[config.mk]
export PLATFORM = sky130hd
export DESIGN_NAME = mel_mac_sequencer
export DESIGN_NICKNAME = d
export VERILOG_FILES = /design/src/rtl/mel_seq_pkg.sv /design/src/rtl/mel_mac_sequencer_emit_reg.sv /design/src/rtl/mel_mac_sequencer.sv
export SDC_FILE = /design/constraint.sdc
export NUM_CORES = 1
export LEC_CHECK = 0
export CORE_MARGIN = 8
export CORE_UTILIZATION = 37
export CTS_CLUSTER_DIAMETER = 120
export DETAILED_ROUTE_END_ITERATION = 10
export GPL_ROUTABILITY_DRIVEN = 0
export GPL_TIMING_DRIVEN = 0
export HOLD_SLACK_MARGIN = 0.08
export PLACE_DENSITY = 0.77
export SLEW_MARGIN = 20
export SYNTH_ARGS = -nofsm -noshare
export SYNTH_HDL_FRONTEND = slang
export SYNTH_HIERARCHICAL = 1
export SYNTH_SLANG_ARGS = --single-unit
[constraint.sdc]
create_clock -name clk_i -period 2.16 [get_ports clk_i]
set_clock_uncertainty 0.1 [all_clocks]
set_input_delay 0.216 -clock clk_i [delete_from_list [all_inputs] [get_ports clk_i]]
set_output_delay 0.216 -clock clk_i [all_outputs]
set_load 0.01 [all_outputs]
[src/rtl/mel_seq_pkg.sv]
// Shared types and sizing defaults for the mel filterbank MAC sequencer.
package mel_seq_pkg;

  localparam int POWER_W_DEF  = 31;
  localparam int COEFF_W_DEF  = 16;
  localparam int NUM_BINS_DEF = 257;
  localparam int NUM_MELS_DEF = 40;
  localparam int MEL_W_DEF    = 6;

  // The widest triangle spans fewer than 128 bins: 7 guard bits.
  localparam int BAND_GUARD_W = 7;

  function automatic int accum_w(input int power_w, input int coeff_w);
    return power_w + coeff_w + BAND_GUARD_W;
  endfunction

  localparam int ACCUM_W_DEF = accum_w(POWER_W_DEF, COEFF_W_DEF);

  typedef enum logic [2:0] {
    S_IDLE,
    S_FETCH,
    S_EMIT,
    S_MAC,
    S_FLUSH,
    S_FINAL
  } mel_seq_state_e;

  typedef struct packed {
    logic                   en;
    logic [MEL_W_DEF-1:0]   band_lo;
    logic [COEFF_W_DEF-1:0] w_lo;
    logic [COEFF_W_DEF-1:0] w_hi;
  } mel_coef_t;

endpackage

[src/rtl/mel_mac_sequencer_emit_reg.sv]
// Valid/ready holding register for completed mel band results.
module mel_emit_reg #(
  parameter int DATA_W = 54,
  parameter int IDX_W  = 6
) (
  input  logic              clk_i,
  input  logic              reset_i,
  input  logic              load_i,
  input  logic [DATA_W-1:0] data_i,
  input  logic [IDX_W-1:0]  idx_i,
  input  logic              last_i,
  input  logic              ready_i,
  output logic              valid_o,
  output logic [DATA_W-1:0] data_o,
  output logic [IDX_W-1:0]  idx_o,
  output logic              last_o,
  output logic              fire_o
);

  logic              valid_q, valid_d;
  logic [DATA_W-1:0] data_q, data_d;
  logic [IDX_W-1:0]  idx_q, idx_d;
  logic              last_q, last_d;

  assign fire_o = valid_q & ready_i;

  always_comb begin
    valid_d = valid_q;
    data_d  = data_q;
    idx_d   = idx_q;
    last_d  = last_q;
    if (load_i) begin
      valid_d = 1'b1;
      data_d  = data_i;
      idx_d   = idx_i;
      last_d  = last_i;
    end else if (fire_o) begin
      valid_d = 1'b0;
      last_d  = 1'b0;
    end
  end

  always_ff @(posedge clk_i) begin
    if (reset_i) begin
      valid_q <= 1'b0;
      data_q  <= '0;
      idx_q   <= '0;
      last_q  <= 1'b0;
    end else begin
      valid_q <= valid_d;
      data_q  <= data_d;
      idx_q   <= idx_d;
      last_q  <= last_d;
    end
  end

  assign valid_o = valid_q;
  assign data_o  = data_q;
  assign idx_o   = idx_q;
  assign last_o  = last_q;

endmodule

[src/rtl/mel_mac_sequencer.sv]
// Sequences two MAC lanes into triangular mel band energies.
// Define MEL_SEQ_FRAME_CNT_EN to add frame_done_o / frame_count_o.
module mel_mac_sequencer
  import mel_seq_pkg::*;
#(
  parameter int POWER_W  = POWER_W_DEF,
  parameter int COEFF_W  = COEFF_W_DEF,
  parameter int ACCUM_W  = accum_w(POWER_W, COEFF_W),
  parameter int NUM_BINS = NUM_BINS_DEF,
  parameter int NUM_MELS = NUM_MELS_DEF,
  parameter int MEL_W    = MEL_W_DEF
) (
  input  logic                        clk_i,
  input  logic                        reset_i,
  input  logic                        power_valid_i,
  output logic                        power_ready_o,
  input  logic [POWER_W-1:0]          power_i,
  output logic [$clog2(NUM_BINS)-1:0] coef_addr_o,
  input  logic [MEL_W+2*COEFF_W:0]    coef_data_i,
  output logic [POWER_W-1:0]          mac_power_o,
  output logic [2*COEFF_W-1:0]        mac_weight_o,
  output logic [1:0]                  mac_accumulate_o,
  output logic [1:0]                  mac_clear_o,
  input  logic [2*ACCUM_W-1:0]        mac_accum_i,
  output logic                        mel_valid_o,
  input  logic                        mel_ready_i,
  output logic [ACCUM_W-1:0]          mel_data_o,
  output logic [MEL_W-1:0]            mel_idx_o,
  output logic                        mel_last_o
`ifdef MEL_SEQ_FRAME_CNT_EN
  ,
  output logic                        frame_done_o,
  output logic [15:0]                 frame_count_o
`endif
);

  localparam int BIN_W = $clog2(NUM_BINS);

  mel_seq_state_e       state_q, state_d;
  logic [BIN_W-1:0]     bin_q, bin_d;
  logic [MEL_W-1:0]     prev_lo_q, prev_lo_d;
  logic [MEL_W-1:0]     lo_q, lo_d;
  logic                 en_q, en_d;
  logic [POWER_W-1:0]   power_q, power_d;
  logic [2*COEFF_W-1:0] weight_q, weight_d;
  logic [1:0]           lane_en_q, lane_en_d;

  logic               c_en, hi_ok;
  logic [MEL_W-1:0]   c_lo;
  logic [COEFF_W-1:0] c_wlo, c_whi;
  logic [1:0]         lo_mask, clear;
  logic               emit_load, emit_last, emit_fire;
  logic [ACCUM_W-1:0] emit_data;

  assign c_en  = coef_data_i[MEL_W+2*COEFF_W];
  assign c_lo  = coef_data_i[2*COEFF_W +: MEL_W];
  assign c_wlo = coef_data_i[COEFF_W +: COEFF_W];
  assign c_whi = coef_data_i[0 +: COEFF_W];

  // w_hi feeds band_lo+1, which may not exist for the top band.
  assign hi_ok   = (int'(c_lo) + 1) < NUM_MELS;
  assign lo_mask = c_lo[0] ? 2'b10 : 2'b01;

  assign emit_data = prev_lo_q[0] ? mac_accum_i[ACCUM_W +: ACCUM_W]
                                  : mac_accum_i[0 +: ACCUM_W];
  assign emit_last = (state_q == S_FLUSH);

  always_comb begin
    state_d   = state_q;
    bin_d     = bin_q;
    prev_lo_d = prev_lo_q;
    lo_d      = lo_q;
    en_d      = en_q;
    power_d   = power_q;
    weight_d  = weight_q;
    lane_en_d = lane_en_q;
    emit_load = 1'b0;
    clear     = 2'b00;
    unique case (state_q)
      S_IDLE: begin
        if (power_valid_i) begin
          power_d = power_i;
          if (bin_q == '0) clear = 2'b11;
          state_d = S_FETCH;
        end
      end
      S_FETCH: begin
        en_d      = c_en;
        lo_d      = c_lo;
        weight_d  = c_lo[0] ? {c_wlo, c_whi} : {c_whi, c_wlo};
        lane_en_d = c_en ? (lo_mask | (hi_ok ? ~lo_mask : 2'b00)) : 2'b00;
        if (c_en && bin_q != '0 && c_lo == prev_lo_q + 1'b1) begin
          emit_load = 1'b1;
          state_d   = S_EMIT;
        end else begin
          state_d = S_MAC;
        end
      end
      S_EMIT: begin
        if (emit_fire) begin
          clear   = prev_lo_q[0] ? 2'b10 : 2'b01;
          state_d = S_MAC;
        end
      end
      S_MAC: begin
        if (en_q) prev_lo_d = lo_q;
        if (bin_q == BIN_W'(NUM_BINS - 1)) begin
          state_d = S_FLUSH;
        end else begin
          bin_d   = bin_q + 1'b1;
          state_d = S_IDLE;
        end
      end
      S_FLUSH: begin
        emit_load = 1'b1;
        state_d   = S_FINAL;
      end
      S_FINAL: begin
        if (emit_fire) begin
          clear     = 2'b11;
          bin_d     = '0;
          prev_lo_d = '0;
          state_d   = S_IDLE;
        end
      end
      default: state_d = S_IDLE;
    endcase
  end

  always_ff @(posedge clk_i) begin
    if (reset_i) begin
      state_q   <= S_IDLE;
      bin_q     <= '0;
      prev_lo_q <= '0;
      lo_q      <= '0;
      en_q      <= 1'b0;
      power_q   <= '0;
      weight_q  <= '0;
      lane_en_q <= 2'b00;
    end else begin
      state_q   <= state_d;
      bin_q     <= bin_d;
      prev_lo_q <= prev_lo_d;
      lo_q      <= lo_d;
      en_q      <= en_d;
      power_q   <= power_d;
      weight_q  <= weight_d;
      lane_en_q <= lane_en_d;
    end
  end

  mel_emit_reg #(
    .DATA_W(ACCUM_W),
    .IDX_W (MEL_W)
  ) u_emit (
    .clk_i  (clk_i),
    .reset_i(reset_i),
    .load_i (emit_load),
    .data_i (emit_data),
    .idx_i  (prev_lo_q),
    .last_i (emit_last),
    .ready_i(mel_ready_i),
    .valid_o(mel_valid_o),
    .data_o (mel_data_o),
    .idx_o  (mel_idx_o),
    .last_o (mel_last_o),
    .fire_o (emit_fire)
  );

  assign power_ready_o    = (state_q == S_IDLE);
  assign coef_addr_o      = bin_q;
  assign mac_power_o      = power_q;
  assign mac_weight_o     = weight_q;
  assign mac_accumulate_o = (state_q == S_MAC) ? lane_en_q : 2'b00;
  assign mac_clear_o      = clear;

`ifdef MEL_SEQ_FRAME_CNT_EN
  logic        done_q, done_d;
  logic [15:0] cnt_q, cnt_d;

  always_comb begin
    done_d = (state_q == S_FINAL) && emit_fire;
    cnt_d  = cnt_q + (done_d ? 16'd1 : 16'd0);
  end

  always_ff @(posedge clk_i) begin
    if (reset_i) begin
      done_q <= 1'b0;
      cnt_q  <= '0;
    end else begin
      done_q <= done_d;
      cnt_q  <= cnt_d;
    end
  end

  assign frame_done_o  = done_q;
  assign frame_count_o = cnt_q;
`endif

endmodule
# After elaboration in Yosys (flattened, before gate mapping)
# Cells that the tools add are included.
# totals
word_cells	71
out_inout_bits	139
ff_bits	152
# op_classes
bitwise_logic	3
addsub	3
eq_ne	12
n_reduce_logical	11
muxes	29
order_cmp	1
# ops
op	count
$mux W54	1
$mux W32	1
$mux W2	9
$mux W9	2
$pmux W3 S6	1
$pmux W9 S2	1
$mux W3	4
$mux W6	2
$pmux W6 S2	1
$ne A2 B2 Y1 const B	5
$add A9 B1 Y9 const B	1
$eq A9 B9 Y1 const B	1
$logic_not A9 Y1	1
$reduce_and A3 Y1	3
$reduce_bool A9 Y1	1
$add A6 B1 Y7 const B	1
$lt A7 B6 Y1 const B	1
$add A6 B1 Y6 const B	1
$eq A3 B2 Y1 const B	2
$eq A3 B3 Y1 const B	2
$eq A6 B6 Y1	1
$pmux W2 S3	1
$mux W1	5
$reduce_bool A2 Y1	2
8 further kinds	9

# Logic depth before layout (Yosys ltp)
# Gate-level depths: netlist of the first run.
# logic_depth
ltp_word	6
depth_mapped	10
ltp_nobuf	8

# Hierarchy
# The synthesis of the first run kept the hierarchy.
# modules_own_cells
mod	cells_per_inst	area_each_um2	instances
mel_mac_sequencer	519	4578.1	1
mel_emit_reg	203	2183.3	1

# Least setup slack after synthesis of the first run
# No wires, ideal clock.
# synth_timing
path_type	reg2reg
from	reg bin_q[0], in the netlist coef_addr_o[0]
to	reg u_emit.last_q, in the netlist u_emit/last_o
period_less_slack_ns	2.383
path_stages_with_launch	10
setup_time_ns	0.070
t_arrival_ns	2.214
path_slack_ns	-0.223
t_required_ns	1.990
cell_sequence	dfxtp_1 inv_1 ha_1 or4b_4 nor3_1 nor2_1 a41o_1 buf_4 or3b_1 a21oi_1
# synth_via
elab_chain_len	6
word_cells_on_any_way	7
cone_classes	mux (3); reduce/logical (4)
# synth_rtl
item	line_no	source
from (decl)	mel_mac_sequencer.sv:40	logic [BIN_W-1:0] bin_q, bin_d;
from (signal assigned)	mel_mac_sequencer.sv:142	bin_q <= bin_d;
$reduce_bool A9 Y1 (*)	mel_mac_sequencer.sv:92	if (c_en && bin_q != '0 && c_lo == prev_lo_q + 1'b1) begin
$logic_and A1 B1 Y1 (*) (2 in a row)	mel_mac_sequencer.sv:92	
$mux W1 (*)	mel_mac_sequencer.sv:92	
$pmux W1 S2 (*)	mel_mac_sequencer.sv:79	unique case (state_q)
net emit_load	mel_mac_sequencer.sv:52	logic emit_load, emit_last, emit_fire;
$mux W1 / $reduce_bool A2 Y1 (equally long branches)	--	
to (signal assigned)	mel_mac_sequencer_emit_reg.sv:53	last_q <= last_d;
to (decl)	mel_mac_sequencer_emit_reg.sv:23	logic last_q, last_d;
# The timed path passes the listed nets; every way through them passes the cells marked *.
# A chain may end at the register's enable or synchronous reset.

# Final worst setup path of the first run
# layout_timing
from	reg bin_q[1], in the netlist coef_addr_o[1]
to	reg u_emit.last_q, in the netlist u_emit/last_o
# The elaborated chain is that of the path after synthesis.

==> results.txt, run 1 <==
----------------------------------------------------
[Status]
  Result of the run ... finished, violations left
  Failing checks ... negative setup slack

[Timing]
  Slack of the critical path ... -0.222 ns
  Crit share post-route ... 110%
  RSZ-0062 raised after global routing ... yes
  Fmax achieved ... 420 MHz
  Min Tclk post-route ... 2.38 ns
  Worst Hold Margin ... 0.206 ns
  Transition time at the pin with the least slew margin ... 0.623 ns
  Final Setup Violations ... 64
  Count of final hold-check violations ... 0
  Pins Over Slew Limit ... 0
  Worst slew margin relative to its limit ... 58.4%

[Clock tree]
  Clock Path Buffers ... 2
  Worst-Skew Late Latency ... 0.41 ns
  Clock tree sinks ... 152
  Clk pin slew, worst setup/hold paths ... 0.07 ns
  CTS tree ... done
  Clock H-tree levels ... 4
  Number of buffers inserted during clock tree synthesis ... 17
  Clk Tree Root Cell ... clkbuf_16

[Floorplanning]
  Die outline height ... 151 um
  Starting utilization of the core area ... 37.6%
  Die Outline Area ... 0.0229 mm^2
  Floorplan core area ... 0.0180 mm^2
  # rows ... 49
  Number of placed I/O pins ... 321
  Die boundary width ... 151 um

[Routing]
  Drt pass-1 iters ... 4
  Number of violations reported at the end of detailed-routing iteration 0 ... 177
  Via-to-Cell Ratio ... 4.86
  Routed Wire Length ... 23.5 mm
  Overall via count from detail_route ... 6371
  Post-detailed-route DRC marker count ... 0
  Post-detailed-route count of antenna-violating nets ... 0
  Routed WL per cell ... 17.9 um

[Synth]
  Area leader, netlist ... dfxtp_1
  Share of synthesized registers carrying an async set or reset ... 0%
  Mapped cell area ... 0.00676 mm^2
  Number of warnings reported in the yosys synthesis log ... 6
  Net count after synthesis ... 907
  Synthesized area divided by synthesized cell count ... 9.36 um^2
  Top-area cell type share of the netlist area ... 45.0%
  Post-Synthesis Cells ... 722
  Post-synth EDFFs ... 0
  Area contributors post-synth ... dfxtp_1, mux2i_1, mux2_2
  Dominant register cell in the synthesized netlist ... dfxtp_1
  Sequential-to-total area share from yosys stat ... 45.0%
  Number of flip-flops and latches in the synthesized netlist ... 152
  Count of unique library cells instantiated by Yosys ... 49

[Worst setup path]
  First element of the critical path ... coef_addr_o[1]
  Critical path, cell by cell ... inv_4 > ha_4 > or4b_4 > nor3_4 > buf_6 > nor2_4 > a41o_4 > buf_12 > or3b_1 > a21oi_1
  Kind of critical path ... flip-flop to flip-flop
  Critical path data arrival time ... 2.63 ns
  Worst reg2reg path endpoint ... u_emit/last_o
  R2R Path Start ... coef_addr_o[1]
  Maximum fanout along the worst path ... 5
  Critical Path Sink ... u_emit/last_o
  Reg2reg setup slack ... -0.22 ns
  Slowest library cell on the worst path ... or4b_4
  Required time of the critical path ... 2.41 ns
  Critical Path Max Stage Delay ... 0.47 ns
  Worst Reg-to-Reg Cells ... 10
  Worst setup SP type ... flip-flop
  Critical path capture point type ... flip-flop

[Placement]
  HPWL after detailed placement ... 18.2 mm
  Port bufs ... 319
  Pre-CTS setup slack ... -0.541 ns

[Finish]
  Layout overhead on the synthesized area ... 64.9%
  Fraction of final layout cells with drive strength greater than 1 ... 14.1%
  Antenna diode instance count ... 0
  Number of fill cells ... 1560
  Count of nets after finishing ... 1254
  Utilization after layout ... 62.1%

[GRT]
  GRT Overall Usage ... 19.5%
  Aggregate global routing overflow ... 0
  First-pass GRT wire length ... 34.7 mm
  Number of antenna violations at the first check in global routing ... 1
  Maximum number of pins on one net before global-route repair ... 17
  Vias in the first global route ... 6392

[Power]
  Ratio of total power to cell area ... 677 mW/mm^2
  Standby leakage power ... 4.06 nW
  Peak VDD IR ... 0.531 mV

[Job]
  Total of max-cap violations ... 0

[Hold path]
  Hold WC Path Type ... primary input to flip-flop

----------------------------------------------------
## cells in the mapped netlist (4+ instances only)
master	count
and2_1	4
xnor2_1	6
nand3_1	17
xor2_1	7
buf_4	8
mux2i_1	92
and3_1	5
a211oi_1	34
buf_2	20
inv_1	7
mux2_2	54
clkbuf_1	23
dfxtp_1	152
a21oi_1	49
nor2_1	99
nand2_1	96
## stage by stage
stage | instances | power (W) | setup TNS, ns | area, um^2
after floorplan | 722 | 0.00368 | -0.00577 | 6780
after global placement | 1270 | 0.00446 | -30.60 | 10300
after detailed placement | 1270 | 0.00448 | -31.82 | 10300
after CTS | 1306 | 0.00762 | -12.92 | 10900
after global routing | 1311 | 0.00787 | -14.10 | 11100
final | 1311 | 0.00755 | -9.78 | 11100
## sequential cells by signal, summed over array words and instances, names as in the netlist, 3 cells and up
signal,cells
coef_addr_o,9
mac_weight_o,32
lo_q,6
u_emit/data_o,54
state_q,3
u_emit/idx_o,6
prev_lo_q,6
mac_power_o,31
## timing repair
action,4_1_cts,5_1_grt
hold endpoints to repair,0,0
setup buffers,4,3
endpoints found under the setup margin,66,64
pin swaps,2,7
gates resized for setup,28,29
hold buffers,0,0
gates cloned,0,3
## worst min-delay path by stage
stage / slack [ns] / to / start / cells past startpoint
after floorplan: 0.25 / lo_q[1] / coef_data_i[33] / 2
final: 0.21 / mac_weight_o[18] / coef_data_i[32] / 3
after detailed placement: 0.34 / lane_en_q[1] / lane_en_q[1] / 2
after CTS: 0.20 / mac_weight_o[18] / coef_data_i[32] / 3
after global placement: 0.33 / lane_en_q[1] / lane_en_q[1] / 2
after global routing: 0.21 / mac_weight_o[17] / coef_data_i[32] / 3
## layout by cell type, fill, tap and decap left out, types with 4 or more instances in the layout
cell / n
inv_6: 6
and2_1: 4
nand2_1: 96
inv_1: 5
buf_6: 4
buf_12: 4
and3_1: 5
clkbuf_1: 22
clkdlybuf4s50_1: 315
buf_2: 17
nor2_1: 98
nand3_1: 16
a21oi_1: 48
mux2i_1: 91
mux2_2: 54
clkbuf_16: 20
xnor2_1: 6
a211oi_1: 33
buf_8: 4
buf_4: 8
dfxtp_1: 148
xor2_1: 7
## kinds of logic after synthesis
kind of cell,Yosys count,share of synthesized area (%)
buffers and inverters,61,4.42
muxes,146,22.6
DFF,152,45.0
AOI/OAI and AO/OA,105,10.3
adders and majority gates,3,0.555
and+or+nand+nor,242,15.5
xor gates and xnor gates,13,1.68
## per-layer routing
layer / track usage [%] / vias up / routed length [um]
met5: 0 / - / 13
li1: - / 3198 / -
met3: 5.08 / 17 / 1330
met2: 34.4 / 158 / 12400
met1: 22.9 / 2996 / 9540
met4: 4.75 / 2 / 221
## report_power, final
part	internal (W)	switching [W]	total (W)
clock	0.00185	0.00126	0.00311
combinational	0.000779	0.000615	0.00139
sequential	0.00296	0.0000785	0.00304
## worst max-delay path, delay by kind of cell, from the launching register on
family          cells  cell delay (ns)
simple gates        4             1.00
buf+inv             3             0.33
fa+ha+maj           1             0.11
flops               1             0.35
compound gates      2             0.42
## final cells by class
type | instances | area (um^2) | area share (%)
clock buffers | 17 | 425 | 3.82
well taps | 229 | 287 | 2.57
inverters | 7 | 31.3 | 0.281
plain buffers | 53 | 349 | 3.13
clock inverters | 15 | 190 | 1.71
flip-flops and latches | 152 | 3050 | 27.4
multi-input cells | 509 | 3490 | 31.3
repair buffers | 329 | 3330 | 29.8
(Power assumes the default switching activity.)
==> run 2: changes to the inputs <==
CORE_ASPECT_RATIO = 1.5   (was default)
SKIP_LAST_GASP = 1   (was default)
==> run 2 against run 1 <==
  * The run still ends with negative setup slack left
  * Via count down 0.69%
  * Critical endpoint unchanged
  * Die area up 0.39%
  * Critical path depth unchanged
  * Worst setup slack better by 0.066 ns
  * Highest routed layer is now met4
==> results.txt, run 2 (synthesis results as in run 1) <==
----------------------------------------------------
[Status]
  Result of the run ... finished, violations left
  Failing checks ... negative setup slack

[Power]
  Switching portion of total power ... 26.1%
  Internal power summed over all cells ... 0.00530 W
  Standby leakage power ... 3.99 nW
  Net switching component of the power ... 0.00187 W
  Ratio of total power to cell area ... 654 mW/mm^2
  Peak VDD IR ... 0.399 mV
  Part of the total power dissipated in the clock network ... 38.1%
  Total Power Consumption ... 0.00718 W
  Share of power burned in combinational logic ... 19.5%
  Share of power burned in registers ... 42.4%

[Worst setup path]
  Critical path, cell by cell ... inv_4 > ha_4 > or4b_4 > nor3_4 > buf_6 > nor2_2 > a41o_1 > buf_8 > or3b_1 > a21oi_2
  Maximum fanout along the worst path ... 8
  Critical Path Max Stage Delay ... 0.47 ns
  Slowest library cell on the worst path ... or4b_4
  Critical path data arrival time ... 2.56 ns
  Crit path buf inv count ... 3
  Kind of cell adding the most delay to the critical path ... simple AND/OR/NAND/NOR gates
  Critical path capture point type ... flip-flop
  Worst setup SP type ... flip-flop
  Kind of critical path ... flip-flop to flip-flop
  Required time of the critical path ... 2.41 ns

[GRT]
  First-pass GRT wire length ... 36.9 mm
  GRT Overall Usage ... 20.7%
  Vias in the first global route ... 6582
  Number of antenna violations at the first check in global routing ... 1
  Aggregate global routing overflow ... 0
  Maximum number of pins on one net before global-route repair ... 20

[Routing]
  Number of violations reported at the end of detailed-routing iteration 0 ... 283
  Drt pass-1 iters ... 4
  Overall via count from detail_route ... 6327
  Post-detailed-route count of antenna-violating nets ... 0
  Post-detailed-route DRC marker count ... 0
  Routed WL per cell ... 18.7 um
  Routed Wire Length ... 24.3 mm
  Via-to-Cell Ratio ... 4.88

[Clock tree]
  CTS tree ... done
  Worst-Skew Late Latency ... 0.41 ns
  Clock H-tree levels ... 4
  Clk pin slew, worst setup/hold paths ... 0.06 ns
  Number of buffers inserted for hold repair after clock tree synthesis ... 0
  Clock Path Buffers ... 2
  Number of buffers inserted during clock tree synthesis ... 17
  Clock tree sinks ... 152
  Clk Tree Root Cell ... clkbuf_16

[Placement]
  Post-Place Cell Area ... 0.0102 mm^2
  Number of placed instances, taps included ... 1258
  Port bufs ... 319
  HPWL after detailed placement ... 19.2 mm

[Timing]
  Crit share post-route ... 107%
  Fmax achieved ... 432 MHz
  Count of final hold-check violations ... 0
  Final Setup Violations ... 64
  Pins Over Slew Limit ... 0
  Worst slew margin relative to its limit ... 57.4%
  Transition time at the pin with the least slew margin ... 0.638 ns
  RSZ-0062 raised after global routing ... yes
  Min Tclk post-route ... 2.32 ns
  Slack of the critical path ... -0.156 ns

[Floorplanning]
  Die boundary width ... 126 um
  Starting utilization of the core area ... 37.7%
  # rows ... 60
  Number of placed I/O pins ... 321
  Die outline height ... 182 um
  Die Outline Area ... 0.0229 mm^2
  Floorplan core area ... 0.0179 mm^2

[Finish]
  Design Area, Final ... 0.0110 mm^2
  Number of flip-flops in the largest register ... 54
  Most frequent standard cell in the layout excluding fill and tap cells ... clkdlybuf4s50_1
  Commonest non-fill, non-tap cells in the layout ... clkdlybuf4s50_1, dfxtp_1, nor2_1
  Count of nets after finishing ... 1251
  Fraction of final layout cells with drive strength greater than 1 ... 13.6%
  Layout overhead on the synthesized area ... 62.3%
  Final instance count without filler cells ... 1296

[Job]
  Total of max-cap violations ... 0

[Hold path]
  Hold WC Path Type ... primary input to flip-flop

----------------------------------------------------
run 2: changes by cell type in the layout (fill, tap and decap cells not counted), moves of 2 or more:
cell        change
clkinvlp_4      +2
clkbuf_1        +2
clkbuf_16       -3
bufinv_16       -3
clkbuf_8        +3
inv_6           -4
run 2: metrics by stage:
stage	TNS [ns]	setup slack, ns	hold slack [ns]	utilization, %
after floorplan	-0.00577	-0.00577	0.252	-
after global placement	-30.24	-0.502	0.335	57.1
after detailed placement	-31.40	-0.537	0.345	57.1
after CTS	-10.89	-0.237	0.194	60.8
after global routing	-13.22	-0.262	0.207	61.2
final	-6.21	-0.156	0.216	61.2
run 2: worst register-to-register path: cells and delay by family (launching register included):
kind,cells,cell delay [ns]
flops,1,0.35
buf+inv,3,0.34
simple gates,4,1.03
fa+ha+maj,1,0.11
compound gates,2,0.31
run 2: final timing paths:
kind / depth (start not counted) / end / start / slack [ns]
max: 10 / u_emit/last_o / coef_addr_o[1] / -0.16
min: 3 / mac_weight_o[15] / coef_data_i[32] / 0.22
max reg2reg: 10 / u_emit/last_o / coef_addr_o[1] / -0.16
min reg2reg: 2 / prev_lo_q[3] / lo_q[3] / 0.35
run 2: metal layers:
layer  track usage [%]  up-vias  share of wire (%)
li1                  -     3187                  -
met1              20.9     2947                 37
met2              39.3      159                 56
met3              4.96       34                4.5
met4              8.65        0                2.8
met5                 0        -                  0
run 2: repair_timing:
item,in CTS,in global routing
pin swaps,6,4
resized for setup,37,15
setup buffers,6,1
endpoints found under the setup margin,66,75
run 2: power by group through the flow:
stage	logic, W	clock network [W]	registers (W)
global placement	0.00138	0	0.00310
global route	0.00151	0.00292	0.00306
CTS	0.00140	0.00280	0.00304
finish	0.00140	0.00274	0.00304
floorplan	0.000516	0	0.00317
detailed placement	0.00139	0	0.00310
run 2: layout make-up:
class                           instances  area (um^2)
Fill cell                            1571         6970
Multi-Input combinational cell        509         3480
Timing Repair Buffer                  326         3240
Sequential cell                       152         3050
Clock buffer                           22          474
Buffer                                 53          348
Tap cell                              217          272
Clock inverter                          9         68.8
Inverter                                7         31.3
Antenna cell                            1         2.50
==> run 3: changes to the inputs <==
ABC_AREA = 1   (was default)
CORE_UTILIZATION = 40   (was 37)
PLACE_DENSITY = 0.78   (was 0.77)
RECOVER_POWER = 100   (was default)
clock period = 2.87 ns   (was 2.16 ns; I/O delays follow)
==> run 3 against run 2 <==
  * The flow now finishes without violations
  * Flip-flop and latch count stayed put
  * Core utilization is 2.2 points higher
  * Register-to-register slack better by 0.41 ns
==> results.txt, run 3 <==
----------------------------------------------------
[Timing]
  RSZ-0062 raised after global routing ... no
  Count of final hold-check violations ... 0
  Crit share post-route ... 91.1%
  Pins Over Slew Limit ... 0
  Worst Hold Margin ... 0.121 ns
  Fmax achieved ... 383 MHz
  Transition time at the pin with the least slew margin ... 0.641 ns
  Slack of the critical path ... 0.256 ns
  Min Tclk post-route ... 2.61 ns
  Setup total negative slack ... 0 ns
  Final Setup Violations ... 0
  Worst slew margin relative to its limit ... 57.3%

[Synth]
  Share of synthesized registers carrying an async set or reset ... 0%
  Number of warnings reported in the yosys synthesis log ... 6
  Post-synth EDFFs ... 0
  Most frequent cells after synthesis ... nand2_1, nor2_1, dfxtp_1
  Synthesized area divided by synthesized cell count ... 6.80 um^2
  Area contributors post-synth ... dfxtp_1, nand2_1, nor2_1
  Net count after synthesis ... 1200
  Dominant register cell in the synthesized netlist ... dfxtp_1
  Most frequent cell after synthesis ... nand2_1
  Top-area cell type share of the netlist area ... 44.1%
  Number of flip-flops and latches in the synthesized netlist ... 152
  Area leader, netlist ... dfxtp_1
  Sequential-to-total area share from yosys stat ... 44.1%
  Mapped cell area ... 0.00690 mm^2
  Post-Synthesis Cells ... 1015
  Count of unique library cells instantiated by Yosys ... 35

[Worst setup path]
  Maximum fanout along the worst path ... 10
  Required time of the critical path ... 3.06 ns
  Slowest library cell on the worst path ... dfxtp_1
  Worst setup SP type ... flip-flop
  Kind of cell adding the most delay to the critical path ... buffers and inverters
  Critical path capture point type ... flip-flop
  Crit path buf inv count ... 6
  Critical path, cell by cell ... inv_1 > nor3_1 > clkbuf_1 > inv_1 > o21ai_0 > buf_6 > inv_8 > clkbuf_2 > nor2_1 > nor2_1
  Critical Path Max Stage Delay ... 0.40 ns
  Kind of critical path ... flip-flop to flip-flop
  Critical path data arrival time ... 2.80 ns

[Floorplanning]
  # rows ... 59
  Die boundary width ... 123 um
  Die Outline Area ... 0.0218 mm^2
  Starting utilization of the core area ... 40.3%
  Number of placed I/O pins ... 321
  Die outline height ... 177 um
  Floorplan core area ... 0.0171 mm^2

[Clock tree]
  Number of buffers inserted during clock tree synthesis ... 17
  Clock tree sinks ... 152
  Clk pin slew, worst setup/hold paths ... 0.07 ns
  Clock Path Buffers ... 2
  Clk Tree Root Cell ... clkbuf_16
  CTS tree ... done
  Worst-Skew Late Latency ... 0.41 ns
  Clock H-tree levels ... 4

[Power]
  Standby leakage power ... 5.04 nW
  Peak VDD IR ... 0.475 mV
  Total Power Consumption ... 0.00863 W
  Ratio of total power to cell area ... 795 mW/mm^2

[Routing]
  Drt pass-1 iters ... 5
  Routed Wire Length ... 26.2 mm
  Number of violations reported at the end of detailed-routing iteration 0 ... 523
  Post-detailed-route DRC marker count ... 0
  Overall via count from detail_route ... 7697
  Via-to-Cell Ratio ... 4.88
  Post-detailed-route count of antenna-violating nets ... 0
  Routed WL per cell ... 16.6 um

[Finish]
  Design Area, Final ... 0.0108 mm^2
  Count of nets after finishing ... 1538
  Layout overhead on the synthesized area ... 57.1%
  Antenna diode instance count ... 0
  Number of flip-flops in the largest register ... 54
  Fraction of final layout cells with drive strength greater than 1 ... 5.49%
  Commonest non-fill, non-tap cells in the layout ... nand2_1, nor2_1, clkdlybuf4s50_1
  Most frequent standard cell in the layout excluding fill and tap cells ... nand2_1

[Placement]
  Post-Place Cell Area ... 0.0104 mm^2
  Pre-CTS setup slack ... 0.362 ns
  Port bufs ... 319
  HPWL after detailed placement ... 21.0 mm

[GRT]
  GRT Overall Usage ... 23.4%
  Vias in the first global route ... 7678
  Aggregate global routing overflow ... 0
  Number of antenna violations at the first check in global routing ... 0
  Maximum number of pins on one net before global-route repair ... 17
  First-pass GRT wire length ... 40.2 mm

[Job]
  Total of max-cap violations ... 0

[Hold path]
  Hold WC Path Type ... primary input to flip-flop

[Status]
  Result of the run ... completed

----------------------------------------------------
-- run 3: cell count changes after synthesis, sizes merged, moves of 9 or more --
cell / change
a211oi: -35
a21oi: -29
a31oi: +34
inv: +48
mux2: -54
mux2i: -92
nand2: +198
nand3: +9
nor2: +109
o21ai: +129
-- run 3: layer usage --
| metal | GRT usage, % | vias up | wire length, um |
|---|---|---|---|
| met5 | 0 | - | 0 |
| met4 | 7.36 | 0 | 496 |
| met1 | 24.3 | 3474 | 9820 |
| li1 | - | 3938 | - |
| met3 | 7.41 | 26 | 2180 |
| met2 | 43.0 | 259 | 13800 |
-- run 3: final cells by class --
class / count / area, um^2
plain buffers: 62 / 325
clock buffers: 18 / 439
clock inverters: 13 / 123
fillers: 1594 / 6280
inverters: 58 / 225
multi-input cells: 743 / 3230
flip-flops and latches: 152 / 3040
well taps: 213 / 267
repair buffers: 319 / 3190
-- run 3: worst reg2reg max path, cell delays in order (launching register included) --
cell	delay (ns)
dfxtp_1	0.40
inv_1	0.12
nor3_1	0.35
clkbuf_1	0.37
inv_1	0.21
o21ai_0	0.25
buf_6	0.21
inv_8	0.07
clkbuf_2	0.21
nor2_1	0.15
nor2_1	0.06
-- run 3: through the flow --
stage	utilization, %	std cells
2_1_floorplan	-	1015
3_3_place_gp	60.5	1547
3_5_place_dp	60.5	1547
4_1_cts	63.8	1578
5_1_grt	63.3	1578
6_report	63.3	1578
-- run 3: worst paths after layout --
path / endpoint / start / depth (start not counted) / slack, ns
hold reg to reg: u_emit/last_o / u_emit/last_o / 2 / 0.37
hold / removal: mac_weight_o[15] / coef_data_i[32] / 3 / 0.12
setup reg to reg: u_emit/data_o[15] / state_q[0] / 10 / 0.26
setup / recovery: u_emit/data_o[15] / state_q[0] / 10 / 0.26
-- run 3: kinds of logic after synthesis --
logic type / synth area share (%)
AOI/OAI and AO/OA: 15.2
and+or+nand+nor: 30.7
adders and majority gates: 0.544
xor gates and xnor gates: 0.634
buffers and inverters: 8.77
DFF: 44.1
-- run 3: repair_timing --
item | in CTS | in global routing
hold buffers | 0 | 0
buffers inserted | 0 | 0
setup endpoints to repair | 0 | 2
resized for setup | 0 | 1
-- run 3: report_power, final --
part           switching [W]  internal [W]
Combinational        0.00181       0.00155
Clock               0.000908       0.00122
Sequential          0.000332       0.00281
